$ cat src/rtl/video_pkg.sv
// Shared video definitions: RGB888 colour constants and the pixel region encoding
// used by the display stages.
package video_pkg;

    localparam logic [23:0] WHITE  = 24'hFFFFFF;
    localparam logic [23:0] BLACK  = 24'h000000;
    localparam logic [23:0] RED    = 24'hFF0000;
    localparam logic [23:0] GREEN  = 24'h00FF00;
    localparam logic [23:0] BLUE   = 24'h0000FF;
    localparam logic [23:0] YELLOW = 24'hFFFF00;
    localparam logic [23:0] PURPLE = 24'h800080;
    localparam logic [23:0] CYAN   = 24'h00FFFF;

    typedef enum logic [1:0] {
        REGION_BG     = 2'd0,
        REGION_BORDER = 2'd1,
        REGION_IMAGE  = 2'd2
    } region_t;

endpackage

$ cat src/rtl/pix_delay_line.sv
// Fixed-length shift register used to keep side-band pixel information aligned
// with a latent data path. Synchronous reset clears every stage.
module pix_delay_line #(
    parameter int DEPTH = 1,
    parameter int WIDTH = 1
) (
    input  logic             pix_clk,
    input  logic             rst,
    input  logic [WIDTH-1:0] din,
    output logic [WIDTH-1:0] dout
);

    logic [WIDTH-1:0] stages [DEPTH];

    always_ff @(posedge pix_clk) begin
        if (rst) begin
            for (int i = 0; i < DEPTH; i++) begin
                stages[i] <= '0;
            end
        end else begin
            stages[0] <= din;
            for (int i = 1; i < DEPTH; i++) begin
                stages[i] <= stages[i-1];
            end
        end
    end

    assign dout = stages[DEPTH-1];

endmodule

$ cat src/rtl/video_window_display.sv
// Places a bordered image window inside the active frame, fetching image pixels
// from a latent frame-buffer port and filling border/background with constants.
module video_window_display
    import video_pkg::*;
#(
    parameter int          IMAGE_WIDTH  = 11,
    parameter int          RD_LAT       = 1,
    parameter int          BW_WIDTH     = 4,
    parameter logic [23:0] BG_COLOR     = WHITE,
    parameter logic [23:0] BORDER_COLOR = 24'hFF0C00
) (
    input  logic                   pix_clk,
    input  logic                   rst,
    input  logic                   vs_start,
    input  logic [IMAGE_WIDTH-1:0] pix_x,
    input  logic [IMAGE_WIDTH-1:0] pix_y,
    input  logic                   pix_req,
    output logic [23:0]            pix_data,
    input  logic                   cfg_load,
    input  logic [IMAGE_WIDTH-1:0] cfg_win_x,
    input  logic [IMAGE_WIDTH-1:0] cfg_win_y,
    input  logic [IMAGE_WIDTH-1:0] cfg_disp_w,
    input  logic [IMAGE_WIDTH-1:0] cfg_disp_h,
    input  logic [BW_WIDTH-1:0]    cfg_border_w,
    output logic                   cfg_pending,
    output logic                   pixel_req,
    input  logic [23:0]            pixel_data
);

    // Two bits of headroom so that window end plus border can never wrap.
    localparam int CW = IMAGE_WIDTH + 2;

    typedef struct packed {
        logic [IMAGE_WIDTH-1:0] win_x;
        logic [IMAGE_WIDTH-1:0] win_y;
        logic [IMAGE_WIDTH-1:0] disp_w;
        logic [IMAGE_WIDTH-1:0] disp_h;
        logic [BW_WIDTH-1:0]    border_w;
    } geom_t;

    geom_t staging;
    geom_t active;

    // Active geometry only changes at a frame boundary, so a frame never mixes configs.
    always_ff @(posedge pix_clk) begin
        if (rst) begin
            staging     <= '0;
            active      <= '0;
            cfg_pending <= 1'b0;
        end else begin
            if (vs_start && cfg_pending) begin
                active <= staging;
            end
            if (cfg_load) begin
                staging     <= '{cfg_win_x, cfg_win_y, cfg_disp_w, cfg_disp_h, cfg_border_w};
                cfg_pending <= 1'b1;
            end else if (vs_start) begin
                cfg_pending <= 1'b0;
            end
        end
    end

    logic [CW-1:0] x, y, bw;
    logic [CW-1:0] img_x0, img_x1, img_y0, img_y1;
    logic [CW-1:0] brd_x0, brd_x1, brd_y0, brd_y1;
    logic          in_image, in_border;
    region_t       region;

    always_comb begin
        x      = CW'(pix_x);
        y      = CW'(pix_y);
        bw     = CW'(active.border_w);
        img_x0 = CW'(active.win_x);
        img_y0 = CW'(active.win_y);
        img_x1 = img_x0 + CW'(active.disp_w);
        img_y1 = img_y0 + CW'(active.disp_h);
        brd_x0 = (img_x0 > bw) ? img_x0 - bw : '0;
        brd_y0 = (img_y0 > bw) ? img_y0 - bw : '0;
        brd_x1 = img_x1 + bw;
        brd_y1 = img_y1 + bw;

        in_image  = (x >= img_x0) && (x < img_x1) && (y >= img_y0) && (y < img_y1);
        in_border = (x >= brd_x0) && (x < brd_x1) && (y >= brd_y0) && (y < brd_y1);

        region = REGION_BG;
        // An empty window also suppresses its border.
        if ((active.disp_w != '0) && (active.disp_h != '0)) begin
            if (in_image) begin
                region = REGION_IMAGE;
            end else if (in_border) begin
                region = REGION_BORDER;
            end
        end
    end

    assign pixel_req = pix_req && (region == REGION_IMAGE);

    logic [2:0] dly_out;
    logic       dly_req;
    region_t    dly_region;

    pix_delay_line #(
        .DEPTH (RD_LAT),
        .WIDTH (3)
    ) u_delay (
        .pix_clk (pix_clk),
        .rst     (rst),
        .din     ({pix_req, region}),
        .dout    (dly_out)
    );

    assign dly_req    = dly_out[2];
    assign dly_region = region_t'(dly_out[1:0]);

    always_ff @(posedge pix_clk) begin
        if (rst || !dly_req) begin
            pix_data <= '0;
        end else begin
            case (dly_region)
                REGION_IMAGE:  pix_data <= pixel_data;
                REGION_BORDER: pix_data <= BORDER_COLOR;
                default:       pix_data <= BG_COLOR;
            endcase
        end
    end

endmodule
$ cat config.mk
export PLATFORM = sky130hd
export DESIGN_NAME = video_window_display
export DESIGN_NICKNAME = d
export VERILOG_FILES = /design/src/rtl/video_pkg.sv /design/src/rtl/pix_delay_line.sv /design/src/rtl/video_window_display.sv
export SDC_FILE = /design/constraint.sdc
export NUM_CORES = 1
export LEC_CHECK = 0
export BUFFER_PORTS_ARGS = -buffer_cell sky130_fd_sc_hd__buf_2
export CORE_AREA = 2 2 132 122
export CTS_CLUSTER_DIAMETER = 40
export DETAILED_ROUTE_END_ITERATION = 12
export DIE_AREA = 0 0 134 124
export GPL_ROUTABILITY_DRIVEN = 0
export PLACE_DENSITY = 0.78
export SETUP_SLACK_MARGIN = 0.05
export SLEW_MARGIN = 20
export SYNTH_ARGS = -nofsm -noshare
export SYNTH_HDL_FRONTEND = slang
export SYNTH_HIERARCHICAL = 1
export SYNTH_SLANG_ARGS = --single-unit
$ cat constraint.sdc
create_clock -name pix_clk -period 4.2 [get_ports pix_clk]
set_input_delay 0.63 -clock pix_clk [delete_from_list [all_inputs] [get_ports pix_clk]]
set_output_delay 0.63 -clock pix_clk [all_outputs]
set_load 0.05 [all_outputs]
==> results.ini <==
[min_path]
hold_path_class = in -> reg

[sta]
slew_viol_final = 0
rsz0062_at_grt = yes
setup_tns_ps = -189
tightest_slew_ps = 1020
final.period_utilization = 1.05
hold_viol = 0
max-slew-margin-rel = 0.317
setup_violations = 1
fin_ws_ps = -189
max_freq_mhz = 228
min_period_ps = 4390
fin_skew_ps = 6.44

[floorplan]
dieArea_um2 = 16600
core-area_um2 = 15100
row_count = 43
io_pins = 125
initial_core_util = 0.544
die_y_um = 124
die_w_um = 134

[critical_path]
cp_slowest_cell = o21ai_1
cp.required_ps = 3570
path_class = reg -> out
path_cells = ha_1, o21ai_1, a21oi_1, a221oi_2, ha_1, nand4_1, a21oi_1, nor3_2, o311ai_4, nor2_2, and2_4, buf_8
cp_max_fo = 4
critPathMaxStageDelay_ps = 500
startpoint_type = flop
cp_data_arrival_time_ps = 3760
cp-end-kind = primary output

[global_route]
antenna_found_initial = 0
grt_overflow_total = 0
grt_pass1_vias = 7218
grtUsageTotal = 0.271
grt_max_degree = 98
grt_pass1_wl_um = 35400

[final_layout]
final_cell_mix = nand2_1 (139), buf_2 (123), a21oi_1 (116), dfxtp_1 (115), ha_1 (112)
antennaDiodeCount = 0
drive_gt1_frac = 0.232
area_growth_pct = 25.4
final_nets = 1379
final_common_cell = nand2_1
nFillCells = 1178
final_util = 0.683

[detailed_routing]
drt_iter0_drc = 826
routed_wl_um = 24900
wl_per_cell_um = 18.2
final_antenna_net_count = 0
vias_per_cell = 5.82
dr.pass1.iters = 7
vias = 7932
drcViolationCount = 0

[synthesis]
synth_top_family_by_area = adder cells
synth-seq-area-share = 0.302
syn_nets = 1215
synthSimpleGateAreaFrac = 0.164
yosysTopAreaCell = dfxtp_1
ys_types = 66
synth_compound_area_frac = 0.175
synth_warnings = 6
synthAdderAreaFrac = 0.203
synth_top_area_frac = 0.302
synth_seq_cells = 124
synthArstFlopShare = 0
synthXorXnorAreaFrac = 0.0486
netlist_instances = 986
synth_area_leaders = dfxtp_1 (30%), ha_1 (19%), a21oi_1 (7.4%)
synth.area.mux_share = 0.0622
netlist_area_um2 = 8230
synth_edf_count = 0
syn_avg_cell_area_um2 = 8.35
synth_ff_type = dfxtp_1

[run_status]
violations = setup timing
status = finished, violations left

[pwr]
p_leak_nw = 4.50
power_w = 0.00330
power.density_nw_per_um2 = 319
peakVddDrop_uv = 328

[clock_tree]
path_clk_slew_ps = 60
cts_tree = yes
h-tree-depth = 4
ctsHoldBuffers = 0
cts.path.max_buffers = 2
clock_latency_ps = 410
clock-root-buffer = clkbuf_16
cts_buffers = 17
cts_num_sinks = 124

[place]
portBuffers = 124
dpl.hpwl_um = 16800
dp_slack_ps = 60.2

[flow_run]
maxCapViolCount = 0

-- power breakdown --
| group | leakage (nW) | internal (W) | switching, W |
|---|---|---|---|
| combinational | 3.19 | 0.000228 | 0.000321 |
| clock | 0.296 | 0.000959 | 0.000535 |
| sequential | 1.02 | 0.00122 | 0.0000298 |
-- per-layer routing --
| layer | global-route usage | vias to the layer above | part of all wire |
|---|---|---|---|
| met2 | 0.443 | 378 | 0.47 |
| li1 | - | 3790 | - |
| met1 | 0.363 | 3710 | 0.42 |
| met4 | 0.0711 | 0 | 0.024 |
| met3 | 0.0623 | 54 | 0.088 |
| met5 | 0 | - | 0 |
-- stage by stage --
step                hold slack (ps)  cells  area, um2
finish                          424   1364      10300
global placement                441   1313       9240
global route                    423   1364      10300
detailed placement              443   1313       9240
CTS                             421   1351       9990
floorplan                       431    986       8230
-- flip-flops by register name (all words and copies together) (netlist names) --
register        count
pix_data           24
staging            48
u_delay/stages      3
active             48
cfg_pending         1
-- layout make-up --
| cell class | count | area [um2] | share of cell area |
|---|---|---|---|
| well taps | 202 | 253 | 0.0245 |
| inverters | 65 | 244 | 0.0236 |
| clock inverters | 11 | 144 | 0.0139 |
| multi-input cells | 763 | 5690 | 0.551 |
| clock buffers | 20 | 457 | 0.0442 |
| repair buffers | 179 | 1040 | 0.101 |
| flip-flops and latches | 124 | 2500 | 0.242 |
-- final timing paths --
check / slack, ps / startpoint / cells past startpoint / to
setup / recovery: -190 / active[9] / 12 / pixel_req
hold / removal: 420 / rst / 2 / u_delay/stages[0][0]
hold reg to reg: 450 / staging[6] / 2 / active[6]
setup reg to reg: 230 / active[15] / 16 / u_delay/stages[0][0]
-- timing repair --
item,4_1_cts,5_1_grt
buffers inserted,7,14
pin swaps,18,39
endpoints found under the hold margin,0,0
setup endpoints to repair,1,2
gates resized for setup,28,45
cloned,0,0
-- worst max-delay path, delay by kind of cell (launching register included) --
| family | cells | cell delay, ps |
|---|---|---|
| compound gates | 5 | 1400 |
| simple gates | 4 | 760 |
| fa+ha+maj | 2 | 720 |
| flops | 1 | 340 |
| buf+inv | 1 | 140 |
-- cells by family (layout without fill, tap and decap cells) --
| family | Yosys count | in the layout |
|---|---|---|
| adders and majority gates | 130 | 130 |
| xor gates and xnor gates | 44 | 44 |
| buffers and inverters | 99 | 275 |
| muxes | 51 | 51 |
| and+or+nand+nor | 304 | 304 |
| AOI/OAI and AO/OA | 234 | 234 |
| DFF | 124 | 124 |
-- cells in the mapped netlist, drive strengths merged, types with 3 or more instances --
cell type and instances:
a211oi 9, a21boi 3, a21o 18, a21oi 122
a31oi 3, buf 7, clkbuf 27, dfxtp 124
fa 6, ha 124, inv 65, mux2i 50
nand2 139, nand2b 8, nand3 14, nand4 11
nor2 80, nor2b 15, nor3 14, nor4 9
o211ai 9, o21a 10, o21ai 31, o21bai 3
o31ai 4, or3 3, xnor2 26, xor2 18
No activity file was read; power rests on OpenSTA's default activity.
